<file path="src/rtl/sub_serial_pkg.sv">
// sub_serial_pkg: shared types and helpers for the serial add/subtract family
//   state_t     : 2-bit FSM encoding IDLE=0, SUB=1, DONE=2 (3 is illegal)
//   DEF_WIDTH   : default operand width
//   next_borrow : borrow-out of a single full-subtractor bit x - y - bin
package sub_serial_pkg;

    typedef enum logic [1:0] {
        IDLE = 2'd0,
        SUB  = 2'd1,
        DONE = 2'd2
    } state_t;

    localparam int DEF_WIDTH = 8;

    function automatic logic next_borrow(input logic x, input logic y, input logic bin);
        return (~x & y) | (~x & bin) | (y & bin);
    endfunction

endpackage

</file>
<file path="src/rtl/full_sub_cell.sv">
// full_sub_cell: one-bit combinational full subtractor computing x - y - bin
//   x, y : minuend / subtrahend bits
//   bin  : borrow in
//   d    : difference bit
//   bout : borrow out
module full_sub_cell
    import sub_serial_pkg::*;
(
    input  logic x,
    input  logic y,
    input  logic bin,
    output logic d,
    output logic bout
);

    assign d    = x ^ y ^ bin;
    assign bout = next_borrow(x, y, bin);

endmodule

</file>
<file path="src/rtl/sub_serial.sv">
// sub_serial: bit-serial LSB-first subtractor, out = a - b mod 2^WIDTH
//   clk    : rising-edge clock
//   rst    : asynchronous active-low reset
//   en     : start strobe in IDLE, acknowledge strobe in DONE, ignored in SUB
//   a, b   : minuend / subtrahend, sampled on the starting IDLE edge
//   out    : difference, valid while done=1
//   borrow : 1 when a < b unsigned, valid while done=1
//   done   : high exactly while in DONE
module sub_serial
    import sub_serial_pkg::*;
#(
    parameter int WIDTH = DEF_WIDTH,
    parameter int CNT_W = $clog2(WIDTH)
) (
    input  logic             clk,
    input  logic             rst,
    input  logic             en,
    input  logic [WIDTH-1:0] a,
    input  logic [WIDTH-1:0] b,
    output logic [WIDTH-1:0] out,
    output logic             borrow,
    output logic             done
);

    localparam logic [CNT_W-1:0] LAST = CNT_W'(WIDTH - 1);

    state_t           state_q;
    logic [WIDTH-1:0] a_q, b_q, out_q;
    logic [CNT_W-1:0] cnt_q;
    logic             brw_q, borrow_q;
    logic             diff_d, brw_d;

    full_sub_cell u_cell (
        .x   (a_q[0]),
        .y   (b_q[0]),
        .bin (brw_q),
        .d   (diff_d),
        .bout(brw_d)
    );

    always_ff @(posedge clk or negedge rst) begin
        if (!rst) begin
            state_q  <= IDLE;
            a_q      <= '0;
            b_q      <= '0;
            out_q    <= '0;
            cnt_q    <= '0;
            brw_q    <= 1'b0;
            borrow_q <= 1'b0;
        end else begin
            case (state_q)
                IDLE: if (en) begin
                    a_q      <= a;
                    b_q      <= b;
                    out_q    <= '0;
                    cnt_q    <= '0;
                    brw_q    <= 1'b0;
                    borrow_q <= 1'b0;
                    state_q  <= SUB;
                end
                SUB: begin
                    // difference bits enter at the MSB so bit 0 lands at out[0] after WIDTH shifts
                    out_q <= {diff_d, out_q[WIDTH-1:1]};
                    brw_q <= brw_d;
                    a_q   <= a_q >> 1;
                    b_q   <= b_q >> 1;
                    cnt_q <= cnt_q + CNT_W'(1);
                    if (cnt_q == LAST) begin
                        borrow_q <= brw_d;
                        state_q  <= DONE;
                    end
                end
                DONE: if (en) state_q <= IDLE;
                default: begin
                    state_q  <= IDLE;
                    a_q      <= '0;
                    b_q      <= '0;
                    out_q    <= '0;
                    cnt_q    <= '0;
                    brw_q    <= 1'b0;
                    borrow_q <= 1'b0;
                end
            endcase
        end
    end

    assign out    = out_q;
    assign borrow = borrow_q;
    assign done   = (state_q == DONE);

endmodule

</file>
<file path="config.mk">
export PLATFORM = sky130hd
export DESIGN_NAME = sub_serial
export DESIGN_NICKNAME = d
export VERILOG_FILES = /design/src/rtl/sub_serial_pkg.sv /design/src/rtl/full_sub_cell.sv /design/src/rtl/sub_serial.sv
export SDC_FILE = /design/constraint.sdc
export NUM_CORES = 1
export LEC_CHECK = 0
export ABC_AREA = 1
export CAP_MARGIN = 20
export CORE_UTILIZATION = 46
export CTS_CLUSTER_DIAMETER = 150
export DETAILED_ROUTE_END_ITERATION = 10
export PLACE_DENSITY = 0.74
export SLEW_MARGIN = 20
export SYNTH_ARGS = -nofsm -noshare
export SYNTH_HDL_FRONTEND = slang
export SYNTH_SLANG_ARGS = --single-unit
</file>
<file path="constraint.sdc">
create_clock -name clk -period 1.1 [get_ports clk]
set_input_delay 0.22 -clock clk [delete_from_list [all_inputs] [get_ports clk]]
set_output_delay 0.22 -clock clk [all_outputs]
set_load 0.03 [all_outputs]
</file>
==> results of run 1 <==
-- worst max-delay path: stages, from the launching register on --
cell	delay (ps)
dfrtp_2	390
inv_2	70
or2_4	270
inv_6	60
buf_6	120
-- cell usage in the layout, fill, tap and decap left out, drive strengths merged --
cell type / instances
inv: 13
buf: 38
o21ai: 3
nand2: 87
o22ai: 8
ha: 2
or2: 1
clkinv: 3
clkdlybuf4s50: 18
nand3: 20
nor2: 2
fa: 1
o21bai: 1
a21oi: 1
dfrtp: 31
clkbuf: 5
-- per-layer routing --
layer | share of wire [%] | vias to the layer above | routed length (µm)
li1 | - | 670 | -
met1 | 41 | 662 | 1600
met2 | 51 | 35 | 1990
met3 | 4.6 | 9 | 178
met4 | 2.6 | 0 | 99
met5 | 0 | - | 0
-- flip-flops by register name, summed over array words and instances, names as in the netlist --
name	cells
borrow	1
out	8
a_q	8
state_q	2
b_q	8
brw_q	1
cnt_q	3
-- worst max-delay path by stage --
stage,cells past startpoint,slack [ps],from,endpoint
finish,4,-370,state_q[1],done
global route,4,-410,state_q[1],done
CTS,4,-350,state_q[1],done
detailed placement,6,-280,en,a_q[5]
global placement,6,-250,en,a_q[0]
floorplan,3,-70,state_q[0],done
-- power by group through the flow --
stage / registers, mW / clock network (mW) / logic [mW]
floorplan: 2.21 / 0 / 1.65
global placement: 1.94 / 0 / 2.59
detailed placement: 1.99 / 0 / 2.70
CTS: 1.97 / 0.663 / 3.13
global route: 2.03 / 0.722 / 3.82
finish: 1.98 / 0.642 / 3.50
-- kinds of logic after synthesis --
kind of cell	Yosys count
AO/OA/AOI/OAI	13
adder cells (fa/ha/maj)	3
buffers and inverters	23
flip-flops	31
AND/OR/NAND/NOR	110
-- cell type report --
type	instances	area, µm²
multi-input cells	126	746
inverters	13	56.3
flip-flops and latches	31	778
clock inverters	3	15.0
repair buffers	56	574
fillers	237	891
clock buffers	5	37.5
well taps	44	55.1
-- what timing repair did --
item                                    in CTS  in global routing
gates resized for setup                     24                 14
pin swaps                                    7                  7
hold buffers                                 0                  0
buffers inserted                             5                  5
gates cloned                                 0                  1
endpoints found under the setup margin      40                 40
-- stage by stage --
stage	setup TNS (ps)	util [%]	area, µm²	hold WS, ps
after floorplan	-93.9	-	1610	-75.6
after global placement	-5790	62.4	1970	459
after detailed placement	-6810	62.4	1970	471
after CTS	-2550	68.3	2150	222
after global routing	-5780	71.7	2260	249
final	-3990	71.7	2260	228
==> results.md, run 1 <==
- Status: finished, violations left
- Failing checks: setup timing
- Hpwl dp: 2450 µm
- Total CTS buffers: 5
- Core region area: 3150 µm²
- Cells after Synth: 180
- Die W: 60.8 µm
- Synth cell count leaders: nand2_1 (86), dfrtp_1 (31), inv_1 (12), nand3_1 (12), nand3_2 (8)
- Post-Route WL: 3880 µm
- Vias per cell: 4.95
- Met1 usage: 28.7%
- Reg power frac: 32.4%
- Part of the cycle the worst path needs: 134%
- Area leader, netlist: dfrtp_1
- Number of global-route vias before repair: 1399
- Met3 Track Usage GR: 6.61%
- Adder-Cell Fraction of Synth Area: 2.84%
- CP Class: register to output pin
- DRT Pass-1 Iters: 4
- Root Driver: clkbuf_4
- Die Y: 60.8 µm
- Max_cap viols: 0
- Clock share of power: 10.5%
- Post-synthesis sequential area ratio: 48.9%
- Final ANT Viol Nets: 0
- Highest clock rate: 0.680 GHz
- Slew Limit Fails: 0
- Vias: 1376
- Fraction of layout cells with a size suffix above 1: 35.5%
- DRC viols: 0
- Final RePlAce weighted congestion: 0.802
- Max FO, Critical Path: 5
- Data required, critical path: 880 ps
- CTS Buffer Depth: 2
- FF-to-FF End: a_q[5]
- Syn avg cell area: 8.82 µm²
- CTS tree: done
- VDD IR max: 1030 µV
- Worst-margin pin slew: 200 ps
- Place WS: -277 ps
- Ports: 29
- Final setup viols: 36
- Clk Latency, worst-skew pair: 340 ps
- Syn-to-layout area delta: 42.5%
- Rows: 20
- First-iteration detailed-routing DRC count: 51
- Port Buffers: 28
- Initial Util: 50.4%
- Yosys reg bits: 31
- R2R depth: 6
- Synthesis Warnings: 0
- Initial antenna violation count: 0
- Nets: 255
- Total Power: 6.12 mW
- WL/cell: 13.9 µm
- Syn nets: 202
- Max-slew headroom: 86.6%
- Synth Area in Simple Gates: 31.2%
- Total clock sinks: 31
- RSZ-0062 raised after global routing: yes
- Non-filler instance count after layout: 278
- Routing usage on met2: 39.4%
- Clock Skew: 11.9 ps
- Final WS setup: -370 ps
- Cell Int Power: 3.52 mW
- Area contributors post-synth: dfrtp_1 (49%), nand2_1 (20%), nand3_2 (5.0%)
- First-pass GRT wire length: 6150 µm
- Antenna Cells: 0
- Pin count of the biggest net entering global routing: 32
- Main combinational cell family by area after synthesis: simple AND/OR/NAND/NOR gates
- GRT Total Usage: 23.4%
- Synth Area in Compound Gates: 6.70%
- HP Class: input port to async pin
- Reg2Reg Setup Slack: -160 ps
- Post-synthesis mux area share: 0%
- Top cell type's share of synthesized area: 48.9%
- Synth Cell Area: 1590 µm²
- Number of synthesized flops with an enable pin: 0
- Crit path DAT: 1250 ps
- CP Capture Type: output pin
- Final hold violation count: 0
- Min Tclk post-route: 1470 ps
- Critical path startpoint category: register
- Switching share of total power: 42.5%
- GRT busiest layer: met2
- Reg2reg start: state_q[1]
- Async SR Flop Fraction: 100%
- Leakage Power: 1.14 nW
- Sw power: 2.60 mW
- Logic pwr share: 57.2%
- H-tree levels: 2
- Clk slew on worst S/H paths: 100 ps
- Post-synth top flop: dfrtp_1
- Placed insts: 259
- Die area: 3690 µm²
- PD cells: 2710 nW/µm²
- Overflow after GRT: 0
- XOR/XNOR share of the synthesized area: 0%
- Cell variety after synth: 22
- Most common cell in the synthesized netlist: nand2_1
Note: power is estimated with default switching activity, not from simulation.
==> run 2, diff against run 1 <==
--- a/config.mk
+++ b/config.mk
@@ -8,7 +8,7 @@
 export ABC_AREA = 1
 export CAP_MARGIN = 20
 export CORE_UTILIZATION = 46
-export CTS_CLUSTER_DIAMETER = 150
+export CTS_CLUSTER_DIAMETER = 30
 export DETAILED_ROUTE_END_ITERATION = 10
 export PLACE_DENSITY = 0.74
 export SLEW_MARGIN = 20
==> results of run 2 <==
Same layout as run 1: the final DEF is identical, and so are final timing and power.
==> run 3, diff against run 2 <==
--- a/config.mk
+++ b/config.mk
@@ -5,12 +5,11 @@
 export SDC_FILE = /design/constraint.sdc
 export NUM_CORES = 1
 export LEC_CHECK = 0
-export ABC_AREA = 1
 export CAP_MARGIN = 20
-export CORE_UTILIZATION = 46
+export CORE_UTILIZATION = 35
 export CTS_CLUSTER_DIAMETER = 30
 export DETAILED_ROUTE_END_ITERATION = 10
-export PLACE_DENSITY = 0.74
+export PLACE_DENSITY = 0.61
 export SLEW_MARGIN = 20
 export SYNTH_ARGS = -nofsm -noshare
 export SYNTH_HDL_FRONTEND = slang
==> run 3 against run 2 <==
Net effect: the flow still finishes with violations (setup timing); maximum frequency increased by 5.2%; synthesized area decreased by 14%; design area down 1.8%; clock skew decreased by 8.3 ps; first-iteration DRC count increased by 39%; critical path depth is the same; via count shrank 16%; sequential cell count did not move; critical path type unchanged.
==> results.md, run 3 <==
- Status: finished, violations left (unchanged)
- Failing checks: setup timing (unchanged)
- Final RePlAce weighted congestion: 0.747 (was 0.802)
- Die area: 4180 µm² (was 3690 µm²)
- DRT Pass-1 Iters: 6 (was 4)
- CP most frequent cell: buf_6
- Nets: 200 (was 255)
- Most frequent cells in the layout: dfrtp_1 (31), buf_4 (28), clkdlybuf4s50_1 (18), buf_6 (11), nand2_1 (9) (was nand2_1 (84), dfrtp_1 (29), clkdlybuf4s50_1 (18), buf_6 (17), buf_4 (17))
- H-tree levels: 2 (unchanged)
- Yosys reg bits: 31 (unchanged)
- Place WS: -426 ps (was -277 ps)
- Largest delay share family, worst path: flip-flops (unchanged)
- Final hold violation count: 0 (unchanged)
- Crit-path cells: buf_6, buf_12, nor2b_4, buf_6 (was inv_2, or2_4, inv_6, buf_6)
- CP Capture Type: output pin (unchanged)
- WL/cell: 16.1 µm (was 13.9 µm)
- CP Class: register to output pin (unchanged)
- Synthesis Warnings: 0 (unchanged)
- CP max stage cell: dfrtp_1 (was dfrtp_2)
- Antenna Cells: 0 (unchanged)
- Clk Latency, worst-skew pair: 280 ps (was 340 ps)
- Max_cap viols: 0 (unchanged)
- DRC viols: 0 (unchanged)
- Number of synthesized flops with an enable pin: 0 (unchanged)
- Part of the cycle the worst path needs: 127% (was 134%)
- Min Tclk post-route: 1400 ps (was 1470 ps)
- Synth cell count leaders: dfrtp_1 (31), nand2_1 (13), a22o_1 (8), o21ai_0 (8) (was nand2_1 (86), dfrtp_1 (31), inv_1 (12), nand3_1 (12), nand3_2 (8))
- Reg2Reg Setup Slack: -280 ps (was -160 ps)
- Worst-margin pin slew: 256 ps (was 200 ps)
- Placed insts: 194 (was 259)
- Fraction of layout cells with a size suffix above 1: 42.7% (was 35.5%)
- Hpwl dp: 2070 µm (was 2450 µm)
- Final setup viols: 32 (was 36)
- HP Class: input port to async pin (unchanged)
- Top cell type's share of synthesized area: 56.5% (was 48.9%)
- Final ANT Viol Nets: 0 (unchanged)
- CTS Buffer Depth: 2 (unchanged)
- Clk slew on worst S/H paths: 60 ps (was 100 ps)
- First-pass GRT wire length: 5290 µm (was 6150 µm)
- Syn-to-layout area delta: 61.8% (was 42.5%)
- Total CTS buffers: 5 (unchanged)
- Fill cell count: 306 (was 237)
- Leakage Power: 1.04 nW (was 1.14 nW)
- Cell variety after synth: 23 (was 22)
- Multi-input gate area: 654 µm² (was 746 µm²)
- Max-slew headroom: 82.9% (was 86.6%)
- Post-synth top flop: dfrtp_1 (unchanged)
- Die Y: 64.6 µm (was 60.8 µm)
- Post-Route WL: 3630 µm (was 3880 µm)
- Initial Util: 36.9% (was 50.4%)
- Syn avg cell area: 11.8 µm² (was 8.82 µm²)
- WHS: 309 ps (was 228 ps)
- Syn nets: 138 (was 202)
- Non-filler instance count after layout: 226 (was 278)
- Most common cell in the synthesized netlist: dfrtp_1 (was nand2_1)
- Total clock sinks: 31 (unchanged)
- Pin count of the biggest net entering global routing: 32 (unchanged)
- Die W: 64.6 µm (was 60.8 µm)
- CTS tree: done (unchanged)
- Final WS setup: -297 ps (was -370 ps)
- Cells after Synth: 116 (was 180)
- Async SR Flop Fraction: 100% (unchanged)
- Critical path buffers and inverters: 3 (unchanged)
- Crit path DAT: 1180 ps (was 1250 ps)
- Initial antenna violation count: 0 (unchanged)
- Max stage delay on crit path: 390 ps (about the same)
- Root Driver: clkbuf_8 (was clkbuf_4)
- Slew Limit Fails: 0 (unchanged)
- VDD IR max: 1320 µV (was 1030 µV)
- Core region area: 3720 µm² (was 3150 µm²)
- Most common cell after layout, fill and taps aside: dfrtp_1 (was nand2_1)
- Overflow after GRT: 0 (unchanged)
- GRT Total Usage: 17.5% (was 23.4%)
- Vias per cell: 5.10 (was 4.95)
- Register area: 776 µm² (was 778 µm²)
- Max FO, Critical Path: 2 (was 5)
- Rows: 22 (was 20)
- Critical path startpoint category: register (unchanged)
- Area leader, netlist: dfrtp_1 (unchanged)
- Data required, critical path: 880 ps (about the same)
- Area contributors post-synth: dfrtp_1 (57%), a22o_1 (5.1%), a221o_1 (4.4%) (was dfrtp_1 (49%), nand2_1 (20%), nand3_2 (5.0%))
- RSZ-0062 raised after global routing: yes (unchanged)
- Synth Cell Area: 1370 µm² (was 1590 µm²)
- First-iteration detailed-routing DRC count: 71 (was 51)
- Post-synthesis sequential area ratio: 56.5% (was 48.9%)
- Number of global-route vias before repair: 1092 (was 1399)
- Port Buffers: 28 (unchanged)
- PD cells: 2690 nW/µm² (was 2710 nW/µm²)
- Ports: 29 (unchanged)
- Vias: 1152 (was 1376)
- Highest clock rate: 0.716 GHz (was 0.680 GHz)
- Hold-fix buffers, CTS: 0 (unchanged)
- Clock Skew: 3.55 ps (was 11.9 ps)
[run 3: changes by cell type in the layout (fill, tap and decap cells not counted), sizes merged, moves of 7 or more]
cell	change
a22o	+8
buf	+7
inv	-10
nand2	-74
nand3	-20
[run 3: through the flow]
step	util, %	area (µm²)	power (mW)	TNS, ps
2_1_floorplan	-	1380	3.25	-2620
3_3_place_gp	46.6	1730	3.89	-9100
3_5_place_dp	46.6	1730	3.97	-10800
4_1_cts	53.0	1970	5.22	-7450
5_1_grt	59.8	2220	6.32	-8530
6_report	59.8	2220	5.98	-6600
[run 3: logic make-up (layout without fill, tap and decap cells)]
| family | after synthesis | count (layout) | synth area share [%] |
|---|---|---|---|
| AOI/OAI and AO/OA | 37 | 37 | 21.1 |
| adders and majority gates | 3 | 3 | 3.28 |
| buffers and inverters | 13 | 73 | 5.74 |
| DFF | 31 | 31 | 56.5 |
| muxes | 3 | 3 | 2.19 |
| and+or+nand+nor | 29 | 31 | 11.2 |
[run 3: area by class of cell]
type                    instances  share of cell area [%]
inverters                       3                   0.507
repair buffers                 63                    28.5
clock inverters                 1                   0.225
clock buffers                   6                    3.72
flip-flops and latches         31                    34.9
multi-input cells              74                    29.5
well taps                      48                    2.70
[run 3: metal layers]
metal  vias up  part of all wire [%]  GRT usage (%)  routed length (µm)
met5         -                     0              0                   0
met4         0                  0.39           7.50                  14
met3         2                   5.0           7.39                 183
met2        32                    49           26.2                1770
met1       561                    46           21.9                1660
li1        557                     -              -                   -
[run 3: what timing repair did]
action	4_1_cts	5_1_grt
endpoints found under the setup margin	30	40
setup buffers	5	18
resized for setup	16	36
cloned	2	2
pin swaps	1	12
[run 3: worst paths after layout]
path / start / endpoint / cells past startpoint
min in group clk: b_q[3] / b_q[3] / 1
min reg2reg: b_q[3] / b_q[3] / 1
max reg2reg: state_q[0] / b_q[0] / 6
min: rst / out[3] / 2
max: state_q[0] / done / 4
max in group asynchronous: rst / b_q[5] / 2
[run 3: report_power, final]
| part | internal, mW | total [mW] | switching, mW |
|---|---|---|---|
| combinational | 1.66 | 3.15 | 1.49 |
| sequential | 1.61 | 1.93 | 0.323 |
| clock | 0.490 | 0.900 | 0.410 |
| total | 3.76 | 5.98 | 2.22 |
